## config.mk

```make
export PLATFORM = sky130hd
export DESIGN_NAME = vga_timing
export DESIGN_NICKNAME = d
export VERILOG_FILES = /design/src/rtl/vga_timing_pkg.sv /design/src/rtl/vga_axis_counter.sv /design/src/rtl/vga_timing.sv
export SDC_FILE = /design/constraint.sdc
export NUM_CORES = 1
export LEC_CHECK = 0
export CELL_PAD_IN_SITES_DETAIL_PLACEMENT = 0
export CELL_PAD_IN_SITES_GLOBAL_PLACEMENT = 2
export CORE_UTILIZATION = 28
export CTS_BUF_LIST = sky130_fd_sc_hd__clkbuf_4
export CTS_CLUSTER_SIZE = 20
export DETAILED_ROUTE_END_ITERATION = 10
export HOLD_SLACK_MARGIN = 0.03
export PLACE_DENSITY = 0.83
export SYNTH_ARGS = -nofsm -noshare
export SYNTH_HDL_FRONTEND = slang
export SYNTH_SLANG_ARGS = --single-unit
```

## constraint.sdc

```tcl
create_clock -name CLK -period 1.93 [get_ports CLK]
set_input_delay 0.579 -clock CLK [delete_from_list [all_inputs] [get_ports CLK]]
set_output_delay 0.579 -clock CLK [all_outputs]
set_load 0.1 [all_outputs]
```

## src/rtl/vga_timing_pkg.sv

```systemverilog
// Default 640x480@60 timing constants and the helper that derives line/frame totals.
package vga_timing_pkg;

    localparam int unsigned CNT_W = 10;
    localparam int unsigned FC_W  = 16;

    localparam int unsigned H_VISIBLE_DEF = 640;
    localparam int unsigned H_FRONT_DEF   = 16;
    localparam int unsigned H_SYNC_DEF    = 96;
    localparam int unsigned H_BACK_DEF    = 48;

    localparam int unsigned V_VISIBLE_DEF = 480;
    localparam int unsigned V_FRONT_DEF   = 10;
    localparam int unsigned V_SYNC_DEF    = 2;
    localparam int unsigned V_BACK_DEF    = 33;

    function automatic int unsigned axis_total(input int unsigned visible,
                                               input int unsigned front,
                                               input int unsigned sync,
                                               input int unsigned back);
        return visible + front + sync + back;
    endfunction

    localparam int unsigned H_TOTAL = axis_total(H_VISIBLE_DEF, H_FRONT_DEF, H_SYNC_DEF,
                                                 H_BACK_DEF);
    localparam int unsigned V_TOTAL = axis_total(V_VISIBLE_DEF, V_FRONT_DEF, V_SYNC_DEF,
                                                 V_BACK_DEF);

endpackage

```

## src/rtl/vga_axis_counter.sv

```systemverilog
// One timing axis: wrapping position counter with visible-region and sync-pulse decode.
module vga_axis_counter
    import vga_timing_pkg::*;
#(
    parameter int unsigned VISIBLE = H_VISIBLE_DEF,
    parameter int unsigned FRONT   = H_FRONT_DEF,
    parameter int unsigned SYNC    = H_SYNC_DEF,
    parameter int unsigned BACK    = H_BACK_DEF
) (
    input  logic             CLK,
    input  logic             RST,
    input  logic             en,
    output logic [CNT_W-1:0] count,
    output logic             wrap,
    output logic             active,
    output logic             sync_active
);

    localparam int unsigned      TOTAL   = axis_total(VISIBLE, FRONT, SYNC, BACK);
    localparam logic [CNT_W-1:0] LAST    = CNT_W'(TOTAL - 1);
    localparam logic [CNT_W-1:0] VIS     = CNT_W'(VISIBLE);
    localparam logic [CNT_W-1:0] SYNC_LO = CNT_W'(VISIBLE + FRONT);
    localparam logic [CNT_W-1:0] SYNC_HI = CNT_W'(VISIBLE + FRONT + SYNC - 1);

    logic [CNT_W-1:0] r_count;

    always_ff @(posedge CLK) begin
        if (RST) begin
            r_count <= '0;
        end else if (en) begin
            r_count <= wrap ? '0 : r_count + CNT_W'(1);
        end
    end

    assign count       = r_count;
    assign wrap        = en && (r_count == LAST);
    assign active      = (r_count < VIS);
    assign sync_active = (r_count >= SYNC_LO) && (r_count <= SYNC_HI);

endmodule

```

## src/rtl/vga_timing.sv

```systemverilog
// VGA raster timing: pixel strobe divider, row/col counters, registered blanked colour and sync.
module vga_timing
    import vga_timing_pkg::*;
#(
    parameter int unsigned H_VISIBLE = H_VISIBLE_DEF,
    parameter int unsigned H_FRONT   = H_FRONT_DEF,
    parameter int unsigned H_SYNC    = H_SYNC_DEF,
    parameter int unsigned H_BACK    = H_BACK_DEF,
    parameter int unsigned V_VISIBLE = V_VISIBLE_DEF,
    parameter int unsigned V_FRONT   = V_FRONT_DEF,
    parameter int unsigned V_SYNC    = V_SYNC_DEF,
    parameter int unsigned V_BACK    = V_BACK_DEF,
    parameter int unsigned CLK_DIV   = 2
) (
    input  logic             CLK,
    input  logic             RST,
    output logic             pix_en,
    output logic [CNT_W-1:0] row,
    output logic [CNT_W-1:0] col,
    output logic             visible,
    input  logic             red_in,
    input  logic             green_in,
    input  logic             blue_in,
    output logic             vga_r,
    output logic             vga_g,
    output logic             vga_b,
    output logic             hsync,
    output logic             vsync,
    output logic             frame_tick,
    output logic [FC_W-1:0]  frame_count
);

    localparam int unsigned      DIV_W    = (CLK_DIV > 1) ? $clog2(CLK_DIV) : 1;
    localparam logic [DIV_W-1:0] DIV_LAST = DIV_W'(CLK_DIV - 1);

    logic [DIV_W-1:0] r_div_cnt;
    logic             w_pix_en;
    logic             w_h_wrap, w_h_active, w_h_sync;
    logic             w_v_wrap, w_v_active, w_v_sync;
    logic [2:0]       r_rgb;
    logic             r_hsync, r_vsync;
    logic [FC_W-1:0]  r_frame_count;
    logic [FC_W-1:0]  w_frame_count_d;

    always_ff @(posedge CLK) begin
        if (RST) begin
            r_div_cnt <= '0;
        end else begin
            r_div_cnt <= (r_div_cnt == DIV_LAST) ? '0 : r_div_cnt + DIV_W'(1);
        end
    end

    // Gated by RST so the strobe stays low in reset even when CLK_DIV=1.
    assign w_pix_en = !RST && (r_div_cnt == DIV_LAST);

    vga_axis_counter #(
        .VISIBLE (H_VISIBLE),
        .FRONT   (H_FRONT),
        .SYNC    (H_SYNC),
        .BACK    (H_BACK)
    ) u_h_axis (
        .CLK         (CLK),
        .RST         (RST),
        .en          (w_pix_en),
        .count       (col),
        .wrap        (w_h_wrap),
        .active      (w_h_active),
        .sync_active (w_h_sync)
    );

    vga_axis_counter #(
        .VISIBLE (V_VISIBLE),
        .FRONT   (V_FRONT),
        .SYNC    (V_SYNC),
        .BACK    (V_BACK)
    ) u_v_axis (
        .CLK         (CLK),
        .RST         (RST),
        .en          (w_h_wrap),
        .count       (row),
        .wrap        (w_v_wrap),
        .active      (w_v_active),
        .sync_active (w_v_sync)
    );

    assign visible    = w_h_active && w_v_active;
    assign frame_tick = w_v_wrap;

    // Colour and sync share one register stage so they stay pixel-aligned.
    always_ff @(posedge CLK) begin
        if (RST) begin
            r_rgb   <= 3'b000;
            r_hsync <= 1'b1;
            r_vsync <= 1'b1;
        end else if (w_pix_en) begin
            r_rgb   <= visible ? {red_in, green_in, blue_in} : 3'b000;
            r_hsync <= !w_h_sync;
            r_vsync <= !w_v_sync;
        end
    end

    always_comb begin
        w_frame_count_d = r_frame_count;
        if (frame_tick) begin
            w_frame_count_d = r_frame_count + FC_W'(1);
        end
    end

    always_ff @(posedge CLK) begin
        if (RST) begin
            r_frame_count <= '0;
        end else begin
            r_frame_count <= w_frame_count_d;
        end
    end

    assign pix_en      = w_pix_en;
    assign vga_r       = r_rgb[2];
    assign vga_g       = r_rgb[1];
    assign vga_b       = r_rgb[0];
    assign hsync       = r_hsync;
    assign vsync       = r_vsync;
    assign frame_count = r_frame_count;

endmodule

```

==> flow_summary.toml, run 1 <==
[critical_path]
crit_end = "frame_tick"
worstSetupStartpointType = "register"
r2r_end = "u_v_axis.count[6]$_SDFFE_PP0N_"
crit_start = "u_h_axis.count[7]$_SDFFE_PP0P_"
crit_fanout = 5
ff2ff_path_depth = 5
rrSetupSlack_ps = 20
rr_startpoint = "u_h_axis.count[2]$_SDFFE_PP0P_"
crit_type = "register to primary output"
crit_required_ps = 1350
cp.arrival_ps = 1570
cp-end-kind = "primary output"

[outcome]
violations = "setup timing"
outcome = "complete, but fails checks"

[route]
drc = 0
post_drt_wl_per_cell_um = 14.27
drtIter0Drc = 53
first_pass_iters = 4
num_vias = 2129
viasPerCell = 5.093
wl_mm = 5.964
postRouteAntennaNets = 0

[grt]
overflow = 0
antenna_found_initial = 0
grt_max_degree = 24
grt_pass1_vias = 2006
met2_usage_pct = 26.79
grtUsageMet3_pct = 3.416
grt_pass1_wl_mm = 9.784
grt-busiest-layer = "met2"
gr-usage-all-layers_pct = 15.98
grt_use_met1_pct = 20.15

[timing]
tightest_slew_ps = 341.0
layout_setup_ws_ps = -217.7
period_needed_ps = 2148
slew_viol_final = 0
tns_ps = -795.4
fin_skew_ps = 7.716
fmax_mhz = 465.6
hold_viol = 0
rsz0062_at_grt = "true"
finalSetupViolations = 7
slew_headroom_pct = 77.21
post-route-period-util_pct = 111.3

[cells_and_area]
fin_nets = 328
area_growth_pct = 72.78
antennaDiodeCount = 0
drive_gt1_share_pct = 44.83

[synth]
ys.warnings.count = 0
yosysTopAreaCell = "dfxtp_1"
ys_async_sr_fraction_pct = 0
syn-cell-area_mm2 = 0.002142
synthTopCellsByArea = "dfxtp_1 (39%), a21oi_1 (6.5%), o31ai_1 (6.0%)"
avgSynthCellArea_um2 = 8.851
netlist_top_cells_count = "dfxtp_1 (42), a21oi_1 (28), o31ai_1 (17), or4_1 (17), nand3_1 (14)"
netlist.area_leader.share_pct = 39.25
syn-num-nets = 252
synth-main-ff-cell = "dfxtp_1"
syn_inst = 242
ys_seq_area_share_pct = 39.25
synth-seq-cells = 42
synth_cell_types = 42
synth.most_common_cell = "dfxtp_1"
synth_edf_count = 0

[pwr]
vdd_drop_max_mv = 0.3053
p_per_area_mw_per_mm2 = 465.8
p_leak_uw = 0.001323

[hold_path]
hold_path_class = "register to register"

[floorplan]
start_util_pct = 29.22
die-area_mm2 = 0.008004
io_pins = 49
dieHeight_um = 89.47
die_w_um = 89.47
num_rows = 31
core_area_mm2 = 0.007331

[cts]
root_buffer = "clkbuf_4"
clock_sinks = 42
cts_tree = "built"
path_clk_slew_ps = 120
cts_hold_buffers = 0
numCtsBuffers = 5
clock_latency_ps = 360
cts-htree-levels = 2
cts_buffer_depth = 2

[placed_design]
io_buffer_count = 48
place_hpwl_mm = 4.215
dp_slack_ps = -574.1
routabilityCongestion = 0.7667

[job]
maxCapViolCount = 0
[stage by stage]
step | instances | power (µW) | hold WS, ps | area (µm²) | utilization (%)
detailed placement | 404 | 1029 | 500.9 | 3467 | 47.29
CTS | 417 | 1743 | 518.1 | 3676 | 50.15
global placement | 404 | 1029 | 484.1 | 3467 | 47.29
global route | 418 | 1801 | 536.9 | 3701 | 50.49
finish | 418 | 1724 | 519.0 | 3701 | 50.49
floorplan | 242 | 965.1 | 630.0 | 2310 | -
[cell usage in the layout, fill, tap and decap left out, drive strengths merged]
cell type	count
buf	78
dfxtp	42
a21oi	28
o31ai	17
or4	17
nand3	14
nand4	13
nor2	12
nand2	11
o21ai	11
inv	8
xor2	6
or3	5
clkbuf	5
and2	5
nand4b	5
ha	5
and3	4
and4	4
a22o	3
clkdlybuf4s50	3
nor3	3
nand2b	2
bufinv	2
and4b	2
and4bb	2
nor2b	1
and3b	1
o21a	1
or2	1
o311ai	1
o41ai	1
mux2i	1
xnor2	1
nor4bb	1
clkinv	1
bufbuf	1
clkdlybuf4s15	1
[layout make-up]
type                       count  area (µm²)
clock buffer                   5       37.54
clock inverter                 3       63.81
fill                         679        3630
inverter                       8       35.03
multi-input combinational    178        1277
sequential                    42       933.4
tap                           99       123.9
timing repair buffer          83        1230
[what timing repair did]
item / in CTS / in global routing
pin swaps: 5 / 3
resized for setup: 16 / 5
hold endpoints to repair: 0 / 0
cloned: 1 / 0
setup endpoints to repair: 14 / 12
buffers inserted: 4 / 1
[critical path, cell delays in order (launching register included)]
cell and delay, ps:
dfxtp_4 360, and4b_4 380, nand4b_4 140, nor2_4 150, buf_12 180
[power by group]
part	switching [µW]	internal, µW	leakage (µW)
registers	7.78	848	0.000363
logic	97.5	68.3	0.000908
clock network	303	399	0.0000528
[state kept, by name, indices dropped and copies added (netlist names)]
register / count
frame_count: 16
u_h_axis.count: 10
u_v_axis.count: 10
r_rgb: 3
hsync: 1
r_div_cnt: 1
vsync: 1
[cell families (layout without fill, tap and decap cells)]
group / count (synthesis) / after routing / share of synthesized area (%)
DFF: 42 / 42 / 39.25
AOI/OAI and AO/OA: 62 / 62 / 17.64
muxes: 1 / 1 / 0.4673
xor gates and xnor gates: 7 / 7 / 2.862
adders and majority gates: 5 / 5 / 2.921
and+or+nand+nor: 103 / 103 / 31.60
buffers and inverters: 22 / 99 / 5.257
[worst min-delay path by stage]
stage	from	endpoint	depth (start not counted)
5_1_grt	frame_count[13]$_SDFFE_PP0N_	frame_count[13]$_SDFFE_PP0N_	2
3_3_place_gp	frame_count[9]$_SDFFE_PP0N_	frame_count[9]$_SDFFE_PP0N_	2
3_5_place_dp	frame_count[9]$_SDFFE_PP0N_	frame_count[9]$_SDFFE_PP0N_	2
6_report	frame_count[12]$_SDFFE_PP0N_	frame_count[12]$_SDFFE_PP0N_	2
2_1_floorplan	u_v_axis.count[8]$_SDFFE_PP0N_	u_v_axis.count[8]$_SDFFE_PP0N_	2
4_1_cts	frame_count[9]$_SDFFE_PP0N_	frame_count[9]$_SDFFE_PP0N_	2
[metal layers]
layer  vias up  routed length [µm]
li1       1079                   -
met1       994                2796
met2        47                2836
met3         9                 237
met4         0                  94
met5         -                   0
No activity file was read; power rests on OpenSTA's default activity.
==> run 2, diff against run 1 <==
--- a/config.mk
+++ b/config.mk
@@ -5,14 +5,15 @@
 export SDC_FILE = /design/constraint.sdc
 export NUM_CORES = 1
 export LEC_CHECK = 0
+export CAP_MARGIN = 40
 export CELL_PAD_IN_SITES_DETAIL_PLACEMENT = 0
 export CELL_PAD_IN_SITES_GLOBAL_PLACEMENT = 2
-export CORE_UTILIZATION = 28
+export CORE_UTILIZATION = 31
 export CTS_BUF_LIST = sky130_fd_sc_hd__clkbuf_4
 export CTS_CLUSTER_SIZE = 20
 export DETAILED_ROUTE_END_ITERATION = 10
 export HOLD_SLACK_MARGIN = 0.03
-export PLACE_DENSITY = 0.83
+export PLACE_DENSITY = 0.86
 export SYNTH_ARGS = -nofsm -noshare
 export SYNTH_HDL_FRONTEND = slang
 export SYNTH_SLANG_ARGS = --single-unit
==> constraint.sdc (replaced) <==
create_clock -name CLK -period 2.4 [get_ports CLK]
set_input_delay 0.72 -clock CLK [delete_from_list [all_inputs] [get_ports CLK]]
set_output_delay 0.72 -clock CLK [all_outputs]
set_load 0.1 [all_outputs]
==> flow_summary.toml, run 2 (synthesized netlist as in run 1, its figures left out) <==
[floorplan]
num_rows = 29
die_w_um = 85.13
dieHeight_um = 85.13
die-area_mm2 = 0.007246
core_area_mm2 = 0.006495
io_pins = 49
start_util_pct = 32.98

[cts]
cts_hold_buffers = 0
cts_buffer_depth = 2
cts-htree-levels = 2
numCtsBuffers = 5
clock_sinks = 42
clock_latency_ps = 360
cts_tree = "built"
root_buffer = "clkbuf_4"
path_clk_slew_ps = 120

[critical_path]
rrSetupSlack_ps = 410
crit_required_ps = 1680
ff2ff_path_depth = 9
crit_start = "RST"
crit_end = "frame_tick"
r2r_end = "frame_count[11]$_SDFFE_PP0N_"
cp.arrival_ps = 1610
crit_fanout = 2
worstSetupStartpointType = "primary input"
rr_startpoint = "u_v_axis.count[0]$_SDFFE_PP0N_"
crit_type = "primary input to primary output"
cp-end-kind = "primary output"

[timing]
tightest_slew_ps = 342.6
post-route-period-util_pct = 97.10
hold_viol = 0
finalSetupViolations = 0
slew_viol_final = 0
fmax_mhz = 429.1
period_needed_ps = 2330
slew_headroom_pct = 77.10
tns_ps = 0
fin_skew_ps = 13.88
rsz0062_at_grt = "false"

[grt]
gr-usage-all-layers_pct = 16.35
grt_pass1_vias = 1915
grt_pass1_wl_mm = 9.501
antenna_found_initial = 0
overflow = 0
grt_max_degree = 30

[placed_design]
dpl-instance-area_mm2 = 0.002788
place_hpwl_mm = 4.002
io_buffer_count = 48
routabilityCongestion = 0.6956

[pwr]
p_per_area_mw_per_mm2 = 459.9
p_leak_uw = 0.001170
vdd_drop_max_mv = 0.2206

[route]
drc = 0
first_pass_iters = 4
num_vias = 2075
wl_mm = 5.612
drtIter0Drc = 78
postRouteAntennaNets = 0
post_drt_wl_per_cell_um = 14.61
viasPerCell = 5.404

[cells_and_area]
antennaDiodeCount = 0
fin_nets = 316
final_common_cell = "buf_4"
mostFrequentLayoutCells = "buf_4 (63), a21oi_1 (28), dfxtp_1 (23)"
largest_reg_flops = 16
fin_area_mm2 = 0.002959
area_growth_pct = 38.14
drive_gt1_share_pct = 35.50

[outcome]
outcome = "finished, final reports clean"

[job]
maxCapViolCount = 0

[hold_path]
hp-start = "r_rgb[1]$_SDFFE_PP0P_"
whs_path_depth = 1
hold_path_class = "register to register"
## run 2: worst min-delay path by stage
| stage | to | slack, ps |
|---|---|---|
| after floorplan | u_h_axis.count[1]$_SDFFE_PP0P_ | 630 |
| after global placement | frame_count[15]$_SDFFE_PP0N_ | 460 |
| after detailed placement | r_rgb[1]$_SDFFE_PP0P_ | 470 |
| after CTS | r_rgb[1]$_SDFFE_PP0P_ | 500 |
| after global routing | r_rgb[1]$_SDFFE_PP0P_ | 520 |
| final | r_rgb[1]$_SDFFE_PP0P_ | 490 |
## run 2: final cells by class
| type | count | area, µm² |
|---|---|---|
| clock inverters | 3 | 63.81 |
| clock buffers | 5 | 37.54 |
| flip-flops and latches | 42 | 894.6 |
| fillers | 652 | 3536 |
| inverters | 8 | 35.03 |
| repair buffers | 71 | 593.1 |
| well taps | 77 | 96.34 |
| multi-input cells | 178 | 1239 |
## run 2: routing by layer
layer / vias to the layer above / GRT usage, % / wire (µm)
li1: 1059 / - / -
met1: 980 / 21.86 / 2764
met2: 29 / 26.69 / 2612
met3: 7 / 3.113 / 170
met4: 0 / 5.085 / 65
met5: - / 0 / 0
## run 2: per-stage QoR
step	hold slack [ps]	worst slack (ps)	cells	total power [µW]	utilization [%]
floorplan	631.2	-158.3	242	785.8	-
global placement	464.1	-249.3	370	820.4	42.92
detailed placement	468.2	-255.3	370	819.8	42.92
CTS	497.2	0.5272	381	1383	44.87
global route	519.5	0.1429	384	1419	45.56
finish	493.1	69.66	384	1361	45.56
## run 2: critical path, stage by stage
cell and delay [ps]:
clkdlybuf4s15_1 190, and3b_2 280, nand3_4 90, nor2_4 140
buf_12 180
## run 2: where the power goes
part	internal, µW	total [µW]	switching [µW]
Sequential	691	696	4.95
Combinational	30.5	104	73.3
Clock	321	561	240
## run 2: repair_timing
| action | in CTS | in global routing |
|---|---|---|
| resized for setup | 4 | 9 |
| endpoints found under the setup margin | 2 | 1 |
| pin swaps | 1 | 3 |
| cloned | 0 | 0 |
| setup buffers | 3 | 3 |
